[src/rtl/spike_rate_encoder_if.sv]
// Sample handshake bundle for spike_rate_encoder: a producer offers an
// intensity sample and the encoder signals when it can take it.
interface spike_rate_encoder_if #(
  parameter int WIDTH = 16
) ();
  logic             in_valid;
  logic             in_ready;
  logic [WIDTH-1:0] in_value;

  modport master (output in_valid, output in_value, input in_ready);
  modport slave  (input in_valid, input in_value, output in_ready);
endinterface

[src/rtl/spike_rate_encoder.sv]
// Rate-codes one fixed-point intensity sample into a WINDOW-long spike train
// using a first-order sigma-delta accumulator; reports spikes per window.
module spike_rate_encoder #(
  parameter int  WIDTH      = 16,
  parameter int  FRACTIONAL = 8,
  parameter int  WINDOW     = 16,
  localparam int CNT_W      = $clog2(WINDOW + 1)
) (
  input  logic                 clk,
  input  logic                 rst,
  spike_rate_encoder_if.slave  bus,
  input  logic                 enable,
  output logic                 spike_out,
  output logic                 busy,
  output logic                 done,
  output logic [CNT_W-1:0]     spike_count
);

  localparam int               AW        = FRACTIONAL + 1;
  localparam logic [AW-1:0]    ONE       = {1'b1, {FRACTIONAL{1'b0}}};
  localparam logic [WIDTH-1:0] ONE_W     = {{(WIDTH-AW){1'b0}}, ONE};
  localparam logic [CNT_W-1:0] LAST_STEP = CNT_W'(WINDOW - 1);

  typedef enum logic [0:0] {
    ST_IDLE = 1'b0,
    ST_RUN  = 1'b1
  } state_e;

  state_e           state_r;
  logic [AW-1:0]    rate_r;
  logic [AW-1:0]    acc_r;
  logic [CNT_W-1:0] step_r;
  logic [AW-1:0]    sum_s;

  // Rates above 1.0 spike/timestep cannot be represented; clamp to ONE.
  function automatic logic [AW-1:0] sat_rate(input logic [WIDTH-1:0] value);
    if (value > ONE_W) begin
      return ONE;
    end else begin
      return value[AW-1:0];
    end
  endfunction

  // Accumulator candidate; acc < ONE and rate <= ONE keep it within AW bits.
  always_comb begin
    sum_s = acc_r + rate_r;
  end

  assign bus.in_ready = (state_r == ST_IDLE);
  assign busy         = (state_r == ST_RUN);

  // Encoder FSM with registered spike, done and count outputs.
  always_ff @(posedge clk or negedge rst) begin
    if (!rst) begin
      state_r     <= ST_IDLE;
      rate_r      <= '0;
      acc_r       <= '0;
      step_r      <= '0;
      spike_out   <= 1'b0;
      done        <= 1'b0;
      spike_count <= '0;
    end else begin
      spike_out <= 1'b0;
      done      <= 1'b0;
      case (state_r)
        ST_IDLE: begin
          if (bus.in_valid) begin
            state_r     <= ST_RUN;
            rate_r      <= sat_rate(bus.in_value);
            acc_r       <= '0;
            step_r      <= '0;
            spike_count <= '0;
          end else begin
            state_r <= ST_IDLE;
          end
        end
        ST_RUN: begin
          if (enable) begin
            if (sum_s >= ONE) begin
              spike_out   <= 1'b1;
              acc_r       <= sum_s - ONE;
              spike_count <= spike_count + CNT_W'(1);
            end else begin
              acc_r <= sum_s;
            end
            step_r <= step_r + CNT_W'(1);
            // The edge processing the last timestep closes the window.
            if (step_r == LAST_STEP) begin
              state_r <= ST_IDLE;
              done    <= 1'b1;
            end else begin
              state_r <= ST_RUN;
            end
          end else begin
            state_r <= ST_RUN;
          end
        end
        default: begin
          state_r <= ST_IDLE;
        end
      endcase
    end
  end

endmodule
[src/flat_wrapper.sv]
// flat-port wrapper written by rule: the top's interface ports become plain ports
module spike_rate_encoder_flat 
#(
  parameter int  WIDTH      = 16,
  parameter int  FRACTIONAL = 8,
  parameter int  WINDOW     = 16,
  localparam int CNT_W      = $clog2(WINDOW + 1)
)
  (clk, rst, enable, spike_out, busy, done, spike_count, bus_in_valid, bus_in_value, bus_in_ready);
  spike_rate_encoder_if #(.WIDTH(WIDTH)) bus_i ();
  input  logic clk;
  input  logic rst;
  input  logic enable;
  output logic spike_out;
  output logic busy;
  output logic done;
  output logic [CNT_W-1:0] spike_count;
  input wire logic [$bits(bus_i.in_valid)-1:0] bus_in_valid;
  input wire logic [$bits(bus_i.in_value)-1:0] bus_in_value;
  output wire logic [$bits(bus_i.in_ready)-1:0] bus_in_ready;
  assign bus_i.in_valid = bus_in_valid;
  assign bus_i.in_value = bus_in_value;
  assign bus_in_ready = bus_i.in_ready;
  spike_rate_encoder #(.WIDTH(WIDTH), .FRACTIONAL(FRACTIONAL), .WINDOW(WINDOW)) u_core (.clk(clk), .rst(rst), .bus(bus_i), .enable(enable), .spike_out(spike_out), .busy(busy), .done(done), .spike_count(spike_count));
endmodule
[config.mk]
export PLATFORM = sky130hd
export DESIGN_NAME = spike_rate_encoder_flat
export DESIGN_NICKNAME = d
export VERILOG_FILES = /design/src/rtl/spike_rate_encoder_if.sv /design/src/rtl/spike_rate_encoder.sv /design/src/flat_wrapper.sv
export SDC_FILE = /design/constraint.sdc
export NUM_CORES = 1
export LEC_CHECK = 0
export ABC_AREA = 0
export BUFFER_PORTS_ARGS = -buffer_cell sky130_fd_sc_hd__buf_2
export CAP_MARGIN = 30
export CORE_MARGIN = 5
export CORE_UTILIZATION = 37
export CTS_CLUSTER_DIAMETER = 50
export DETAILED_ROUTE_END_ITERATION = 10
export GPL_TIMING_DRIVEN = 0
export HOLD_SLACK_MARGIN = 0.1
export PLACE_DENSITY = 0.61
export SYNTH_ARGS = -nofsm -noshare
export SYNTH_HDL_FRONTEND = slang
export SYNTH_SLANG_ARGS = --single-unit
[constraint.sdc]
create_clock -name clk -period 4.7 [get_ports clk]
set_input_delay 0.235 -clock clk [delete_from_list [all_inputs] [get_ports clk]]
set_output_delay 0.235 -clock clk [all_outputs]
set_load 0.02 [all_outputs]
==> results of run 1 <==
## synth_stat cells (all sizes together)
library cell   n  area share (%)
ha            11             8.4
a22o          10             5.3
or2b           1            0.46
and2           4             1.5
o221ai         1            0.53
a211oi         1            0.76
fa             1             1.2
clkbuf         3            0.76
o21ai         16             4.9
a211o          2             1.1
and3           2            0.76
nand2         15             3.4
o211a          2             1.2
nand2b         1            0.38
a21oi          6             1.8
o31ai          2             1.2
a2bb2oi        1            0.91
a31o           1            0.53
xor2           5             2.7
mux2i          1            0.84
nor4           5             1.9
o211ai         2            0.91
nand3          3            0.91
nor2b          1            0.84
nor3           2            0.61
a21o           1            0.46
nand4          3             1.1
a32o           1            0.61
o21a           1            0.53
xnor2          3             1.6
dfrtp         31              47
inv           10             2.3
buf            1            0.30
nor2           5             1.1
a2111oi        1            0.91
## power groups by stage
stage          logic (mW)  clock network [mW]  registers, mW
4_1_cts             0.186               0.210          0.352
3_5_place_dp        0.183                   0          0.356
3_3_place_gp        0.176                   0          0.352
6_report            0.182               0.204          0.351
5_1_grt             0.213               0.225          0.359
2_1_floorplan       0.101                   0          0.370
## cell families (layout without fill, tap and decap cells)
group                      after synthesis  after routing  synth area share [%]
AOI/OAI and AO/OA                       48             48                  21.7
xor gates and xnor gates                 8              8                  4.26
adders and majority gates               12             12                  9.59
buffers and inverters                   14             51                  3.35
DFF                                     31             31                  47.2
muxes                                    1              1                 0.837
and+or+nand+nor                         42             42                  13.1
## worst min-delay path by stage
stage | startpoint | end | slack, ps | cells past startpoint
after floorplan | rst | u_core.acc_r[0] | -60 | 0
after global placement | rst | u_core.done | 310 | 1
after detailed placement | rst | u_core.busy | 320 | 1
after CTS | bus_in_valid | u_core.step_r[2] | 170 | 2
after global routing | bus_in_valid | u_core.step_r[2] | 170 | 2
final | bus_in_value[5] | u_core.rate_r[5] | 180 | 2
## flip-flops by register name, indices dropped and copies added (netlist names)
register and count:
u_core.done 1, u_core.spike_out 1, u_core.step_r 5, u_core.rate_r 9
u_core.acc_r 9, u_core.busy 1, u_core.spike_count 5
## cell type report
type	count	share of cell area, %
clock buffer	5	3.54
buffer	4	0.901
multi-input combinational	111	41.9
clock inverter	3	0.773
inverter	10	1.93
sequential	31	39.9
tap	52	3.35
timing repair buffer	29	7.73
## layer usage
layer	global-route usage, %	up-vias
li1	-	642
met1	16.5	628
met2	23.1	36
met3	5.04	9
met4	4.90	0
met5	0	-
## placed cells by master, fill, tap and decap left out, types with 2 or more instances in the layout
cell / Yosys / routed
inv_1: 9 / 9
and2_1: 4 / 4
buf_2: 1 / 29
o211a_1: 2 / 2
o21ai_0: 16 / 16
dfrtp_1: 31 / 31
xnor2_1: 3 / 3
xor2_1: 5 / 5
a211o_1: 2 / 2
nor2_1: 5 / 5
o211ai_1: 2 / 2
ha_1: 11 / 11
nand2_1: 15 / 15
nand3_1: 3 / 3
nor3_1: 2 / 2
a22o_1: 10 / 10
nor4_1: 5 / 5
nand4_1: 3 / 3
clkbuf_8: 0 / 5
and3_1: 2 / 2
clkinv_2: 0 / 3
clkbuf_1: 2 / 2
a21oi_1: 6 / 6
==> impl_metrics.ini, run 1 <==
[run_status]
status = finished, final reports clean

[setup_path]
cpMaxStageDelayCell = fa_1
max_stage_delay_ps = 430
crit_family = adder cells
critPathLaunchType = register
reg2reg_from = u_core.acc_r[0]
critPathCaptureType = register
cp.arrival_ps = 2540
reg2reg_setup_slack_ps = 2330
rr_worst_depth = 9
crit_fanout = 8
r2r-end = u_core.spike_count[2]
path_cells = ha_1 > inv_1 > fa_1 > nor2b_4 > o31ai_2 > a2bb2oi_2 > mux2i_2 > nor4_1 > a211o_1
cp.depth = 9
startpoint = u_core.acc_r[0]
worstPathRequired_ps = 4870
path_buf_inv = 1
crit_end = u_core.spike_count[2]
path_class = reg -> reg

[global_routing]
grt_max_degree = 32
grt_pass1_wl_mm = 6.66
gr-usage-all-layers_pct = 13.9
grt.overflow.total = 0
antenna_found_initial = 0
grt_pass1_vias = 1445

[die]
initial_utilization_pct = 38.0
row_count = 24
dieHeight_um = 76.7
coreArea_um2 = 4320
dieArea_um2 = 5880
ioPinCount = 29
die_x_um = 76.7

[detailed_routing]
ant_nets = 0
wire_per_inst_um = 14.8
routed.top_layer = met4
wl_met1_mm = 1.60
drt-total-wl_mm = 3.62
wl_met3_um = 247
drc = 0
via_count = 1315
drt_iter0_markers = 67
avgViaCountPerCell = 5.37
dr_wl_met2_mm = 1.70
first_pass_iters = 4

[min_path]
min_path_type = in -> reg

[sta]
setup-violations-final = 0
slew_violations = 0
rsz0062_at_grt = no
max_slew_margin_pct = 54.4
finalSetupTns_ps = 0
tightest_slew_ps = 685
layout_min_cycle_time_ps = 2370
setup_slack_ps = 2330
fin_crit_sh_pct = 50.5
worst_clock_skew_ps = 8.14
hold_viol = 0
max_freq_ghz = 0.421
fin_hold_ws_ps = 181

[synthesis]
avgSynthCellArea_um2 = 10.5
synth_cell_type_count = 38
yosysSeqAreaShare_pct = 47.2
syn-instance-count = 156
synth-seq-cells = 31
syn_nets = 188
synthesis.area_um2 = 1640
yosysWarnings = 0

[placed_design]
placed_cell_area_um2 = 1850
hpwlAfterDp_mm = 2.74
port_buffers = 28
place_ws_ps = 2330
dp_cells = 236
gp_congestion = 0.872

[clocking]
cts_tree = done
clock-sinks = 31
cts_resized = 0
clk_path_buf_depth = 2
postCtsSetupBuffers = 0
root_buffer = clkbuf_8
cts_inserted_buffers = 5
postCtsHoldBufs = 1
clock_tree.htree_level_count = 2
clk_pin_slew_ps = 70
insertion_delay_ps = 290

[layout]
n_fill_cell = 438
area.sequential_um2 = 776
postLayoutCoreUtil_pct = 44.9
finalNetCount = 224
stdcell_count = 245
num_antenna_cells = 0
design_area_um2 = 1940
drive_above_1_share_pct = 24.4
syn2layout_area_growth_pct = 18.2
multi_input_area_um2 = 813

[power_and_ir_drop]
p_leak_nw = 0.948
power_frac_comb_pct = 24.7
power_mw = 0.738
p_int_mw = 0.487
p_seq_share_pct = 47.6
switching_share_pct = 34.0
power_density_nw_per_um2 = 380
clkPwrFrac_pct = 27.7
switching_power_mw = 0.251
vdd_drop_max_v = 0.000157

[flow_run]
maxCapViolations = 0
Power figures use the tool's default switching activity.
==> inputs of run 2 (changes only) <==
- ABC_AREA: 0 -> 1
- PLACE_DENSITY: 0.61 -> 0.62
- clock period: 4.7 -> 2.05 ns (I/O delays scaled with it)
==> run 2 against run 1 <==
Compared with the run above:
- worst setup slack worse by 2000 ps
- clock power rose to 3.1 times the previous value
- first-iteration DRC count decreased by 3.0%
- global-route usage shrank 0.34 points
- combinational power grew to 4.1 times the previous value
- non-clock buffer count up 8
- clock skew increased by 2.1 ps
- final area increased by 13%
- largest cell class unchanged
==> impl_metrics.ini, run 2 <==
[synthesis]
avgSynthCellArea_um2 = 8.19
ys_top_cells_by_area = dfrtp_1 44%, nand2_1 12%, ha_1 7.8%
post-synth-top-count-cell = nand2_1
yosysWarnings = 0
synth-async-reset-ratio_pct = 100
syn_nets = 247
yosysSeqAreaShare_pct = 44.0
synthesis.area_um2 = 1760
synth_top_cell_by_area = dfrtp_1
synth-main-ff-cell = dfrtp_1
synth-seq-cells = 31
synth_common_cells = 58 x nand2_1, 31 x dfrtp_1, 19 x inv_1, 19 x nor2_1, 18 x nand3_1
syn-instance-count = 215
synth_top_area_share_pct = 44.0
synth_edf_count = 0
synth_cell_type_count = 32

[sta]
fin_hold_ws_ps = 108
hold_viol = 0
setup-violations-final = 0
max_freq_ghz = 0.567
rsz0062_at_grt = no
tightest_slew_ps = 690
finalSetupTns_ps = 0
layout_min_cycle_time_ps = 1760
fin_crit_sh_pct = 86.0
max_slew_margin_pct = 54.0
slew_violations = 0
worst_clock_skew_ps = 10.2

[clocking]
cts_tree = done
clock-sinks = 31
clk_pin_slew_ps = 70
cts_resized = 0
clk_path_buf_depth = 2
insertion_delay_ps = 290
cts_inserted_buffers = 5
clock_tree.htree_level_count = 2
root_buffer = clkbuf_8

[setup_path]
cp.arrival_ps = 1950
startpoint = u_core.acc_r[0]
critPathLaunchType = register
path_class = reg -> reg
path_cells = ha_1 > inv_1 > fa_1 > inv_1 > nand2_1 > nand2_1 > nand3_2 > nand2_1 > nand2_2 > nand3_4 > nand2_4 > nand2_1 > nand2_1
reg2reg_from = u_core.acc_r[0]
cpMaxStageDelayCell = fa_1
crit_fanout = 7
rr_worst_depth = 13
critPathCaptureType = register
max_stage_delay_ps = 360
cpMostUsedCell = nand2_1
worstPathRequired_ps = 2240

[layout]
drive_above_1_share_pct = 20.7
top_regs = u_core.acc_r x9, u_core.rate_r x9
num_antenna_cells = 0
syn2layout_area_growth_pct = 24.1
final_cell_mix = 58 x nand2_1, 31 x dfrtp_1, 30 x buf_2, 19 x inv_1, 19 x nor2_1
stdcell_count = 315
final_common_cell = nand2_1
design_area_um2 = 2190
finalNetCount = 292

[power_and_ir_drop]
clkPwrFrac_pct = 28.0
power_density_nw_per_um2 = 1040
p_int_mw = 1.45
p_seq_share_pct = 39.0
p_leak_nw = 1.14
switching_power_mw = 0.823
vdd_drop_max_v = 0.000330
switching_share_pct = 36.2
power_frac_comb_pct = 33.0

[placed_design]
placed_cell_area_um2 = 1970
hpwlAfterDp_mm = 2.63
dp_cells = 297
port_buffers = 28
gp_congestion = 0.782

[detailed_routing]
ant_nets = 0
via_count = 1503
drc = 0
first_pass_iters = 4
drt_iter0_markers = 65
avgViaCountPerCell = 4.77
wire_per_inst_um = 11.7
drt-total-wl_mm = 3.70

[die]
initial_utilization_pct = 37.8
ioPinCount = 29
dieArea_um2 = 6240
die_x_um = 79
coreArea_um2 = 4660
dieHeight_um = 79
row_count = 25

[global_routing]
grt.overflow.total = 0
grt_max_degree = 32
antenna_found_initial = 0
grt_pass1_vias = 1533
grt_pass1_wl_mm = 6.73
gr-usage-all-layers_pct = 13.6

[min_path]
worstHoldPathCells = 3
hold_path_startpoint = bus_in_value[6]
min_path_type = in -> reg

[flow_run]
maxCapViolations = 0

[run_status]
status = finished, final reports clean
## run 2: final timing paths
kind	endpoint	slack, ps
worst max register to register	u_core.spike_count[4]	290
worst min register to register	u_core.step_r[3]	470
worst max-delay path	u_core.spike_count[4]	290
min in group asynchronous	u_core.step_r[2]	380
worst min-delay path	u_core.rate_r[6]	110
max in group asynchronous	u_core.acc_r[3]	1210
## run 2: timing repair
item                      in CTS  in global routing
setup buffers                  0                  0
hold buffers                  10                  0
hold endpoints to repair      40                  0
## run 2: per-stage QoR
| stage | setup WS (ps) | total power, mW | util, % |
|---|---|---|---|
| after detailed placement | 264 | 1.64 | 42.3 |
| after CTS | 263 | 2.30 | 46.9 |
| final | 286 | 2.27 | 46.9 |
| after global routing | 92.9 | 2.45 | 46.9 |
| after global placement | 298 | 1.62 | 42.3 |
| after floorplan | 421 | 1.42 | - |
## run 2: layout make-up
type	count	area [um^2]
clock buffer	6	82.6
sequential	31	776
clock inverter	2	35.0
fill	449	2470
buffer	3	13.8
multi-input combinational	158	872
timing repair buffer	38	240
tap	54	67.6
inverter	23	100
## run 2: layer usage
metal	part of all wire, %	wire length [um]	global-route usage, %
met5	0	0	0
met1	47	1750	16.6
met4	2.2	82	6.19
met3	5.4	200	3.06
met2	45	1660	22.7
## run 2: cells by family (layout without fill, tap and decap cells)
| kind of cell | count (synthesis) | count (layout) | synth area share, % |
|---|---|---|---|
| compound gates | 32 | 32 | 10.3 |
| xor+xnor | 3 | 3 | 1.49 |
| fa+ha+maj | 12 | 12 | 8.95 |
| buf+inv | 26 | 72 | 6.46 |
| flops | 31 | 31 | 44.0 |
| simple gates | 111 | 111 | 28.8 |
## run 2: worst max-delay path, delay by kind of cell (launching register included)
kind,cells,cell delay [ps]
adder cells (fa/ha/maj),2,520
buffers and inverters,2,130
flip-flops,1,350
AND/OR/NAND/NOR,9,660
## run 2: power groups by stage
| stage | combinational [mW] | clock, mW | sequential (mW) |
|---|---|---|---|
| floorplan | 0.480 | 0 | 0.942 |
| global placement | 0.729 | 0 | 0.890 |
| detailed placement | 0.748 | 0 | 0.894 |
| CTS | 0.764 | 0.645 | 0.886 |
| global route | 0.868 | 0.678 | 0.909 |
| finish | 0.751 | 0.635 | 0.886 |
==> inputs of run 3 (changes only) <==
- SETUP_SLACK_MARGIN: default -> 0.5
==> run 3 against run 2 <==
Compared with the run above:
- critical path depth did not move
- final area grew 3.3%
- sequential cell count did not move
- register-to-register slack gained 80 ps
- largest power group unchanged
- combinational power increased by 4.1%
- critical path type unchanged
- clock skew fell by 4.1 ps
==> impl_metrics.ini, run 3 (synthesized netlist as in run 2, its figures left out) <==
[run_status]
status = finished, final reports clean

[global_routing]
use_met2_pct = 22.6
antenna_found_initial = 0
grt_max_degree = 32
grt_pass1_wl_mm = 6.81
gr-usage-all-layers_pct = 14.2
grt_pass1_vias = 1542
grtUsageMet1_pct = 17.5
top_usage_layer = met2
grt.overflow.total = 0
met3_usage_pct = 4.31

[die]
coreArea_um2 = 4660
initial_utilization_pct = 37.8
ioPinCount = 29
row_count = 25
die_x_um = 79
dieArea_um2 = 6240
dieHeight_um = 79

[layout]
top_regs = u_core.acc_r x9, u_core.rate_r x9
n_fill_cell = 449
area.sequential_um2 = 776
finalNetCount = 295
final_common_cell = nand2_1
drive_above_1_share_pct = 25.1
multi_input_area_um2 = 943
final_cell_mix = 55 x nand2_1, 31 x dfrtp_1, 30 x buf_2, 19 x nor2_1
num_antenna_cells = 0
syn2layout_area_growth_pct = 28.2

[sta]
setup-violations-final = 0
tightest_slew_ps = 696
max_freq_ghz = 0.595
setup_slack_ps = 370
fin_crit_sh_pct = 81.9
hold_viol = 0
layout_min_cycle_time_ps = 1680
worst_clock_skew_ps = 6.11
finalSetupTns_ps = 0
max_slew_margin_pct = 53.6
rsz0062_at_grt = yes
slew_violations = 0

[detailed_routing]
drt_iter0_markers = 32
first_pass_iters = 4
drt-total-wl_mm = 3.86
wire_per_inst_um = 12.2
via_count = 1537
drc = 0
ant_nets = 0
avgViaCountPerCell = 4.85

[setup_path]
crit_fanout = 7
reg2reg_setup_slack_ps = 370
rr_worst_depth = 13
critPathCaptureType = register
reg2reg_from = u_core.rate_r[0]
path_class = reg -> reg
cp.arrival_ps = 1860
critPathLaunchType = register
r2r-end = u_core.spike_count[3]
worstPathRequired_ps = 2230

[power_and_ir_drop]
p_leak_nw = 1.12
vdd_drop_max_v = 0.000337
power_density_nw_per_um2 = 960

[min_path]
hold_end = u_core.rate_r[5]
min_path_type = in -> reg
worstHoldPathCells = 4
hold_path_startpoint = bus_in_value[12]

[clocking]
clk_path_buf_depth = 2
root_buffer = clkbuf_8
clock_tree.htree_level_count = 2
cts_inserted_buffers = 5
clock-sinks = 31
cts_tree = done
insertion_delay_ps = 280
clk_pin_slew_ps = 60
postCtsSetupBuffers = 0

[flow_run]
maxCapViolations = 0

[placed_design]
place_ws_ps = 347
hpwlAfterDp_mm = 2.66
port_buffers = 28
gp_congestion = 0.789
run 3: cell types whose count changed in the layout (fill, tap and decap cells not counted), sizes merged:
cell / before / now
bufinv: 2 / 1
dlygate4sd3: 10 / 13
run 3: power breakdown:
group | switching, mW | internal [mW] | leakage [nW] | total (mW)
Sequential | 0.130 | 0.765 | 0.408 | 0.895
Clock | 0.228 | 0.263 | 0.0470 | 0.491
Combinational | 0.467 | 0.315 | 0.669 | 0.782
Total | 0.825 | 1.34 | 1.12 | 2.17
run 3: area by class of cell:
type	instances	share of cell area [%]
tap	54	2.99
timing repair buffer	41	12.0
inverter	23	4.43
sequential	31	34.3
buffer	3	0.609
clock buffer	6	3.66
multi-input combinational	158	41.8
clock inverter	1	0.222
run 3: worst max path at each step:
| stage | to | startpoint | slack [ps] |
|---|---|---|---|
| after global routing | u_core.spike_count[3] | u_core.rate_r[0] | 210 |
| after CTS | u_core.spike_count[3] | u_core.acc_r[0] | 370 |
| after global placement | u_core.spike_count[3] | u_core.rate_r[0] | 350 |
| after detailed placement | u_core.spike_count[3] | u_core.rate_r[0] | 350 |
| final | u_core.spike_count[3] | u_core.rate_r[0] | 370 |
| after floorplan | u_core.spike_count[2] | u_core.rate_r[0] | 450 |
run 3: what timing repair did:
action / in CTS / in global routing
hold buffers: 13 / 0
pin swaps: 4 / 1
endpoints found under the setup margin: 7 / 10
resized for setup: 0 / 9
endpoints found under the hold margin: 42 / 0
run 3: per-stage QoR:
step	total power [mW]	utilization, %	area, um^2	cells	hold WS [ps]
5_1_grt	2.35	48.5	2260	317	280
6_report	2.17	48.5	2260	317	245
2_1_floorplan	1.43	-	1770	215	-193
3_5_place_dp	1.65	42.5	1980	297	204
4_1_cts	2.17	47.1	2200	317	236
3_3_place_gp	1.63	42.5	1980	297	194
run 3: metal layers:
metal | wire length, um | up-vias | share of wire (%)
met5 | 0 | - | 0
met4 | 82 | 0 | 2.1
met3 | 262 | 5 | 6.8
met2 | 1760 | 46 | 46
met1 | 1750 | 691 | 45
li1 | - | 795 | -
run 3: worst max-delay path: stages, from the launching register on:
cell	delay, ps
dfrtp_1	350
ha_2	200
inv_2	40
fa_2	320
inv_2	60
nand2_2	50
nand2_2	60
nand3_2	80
nand2_2	70
nand2_2	60
nand3_4	100
nand2_4	70
nand2_1	60
nand2_1	40
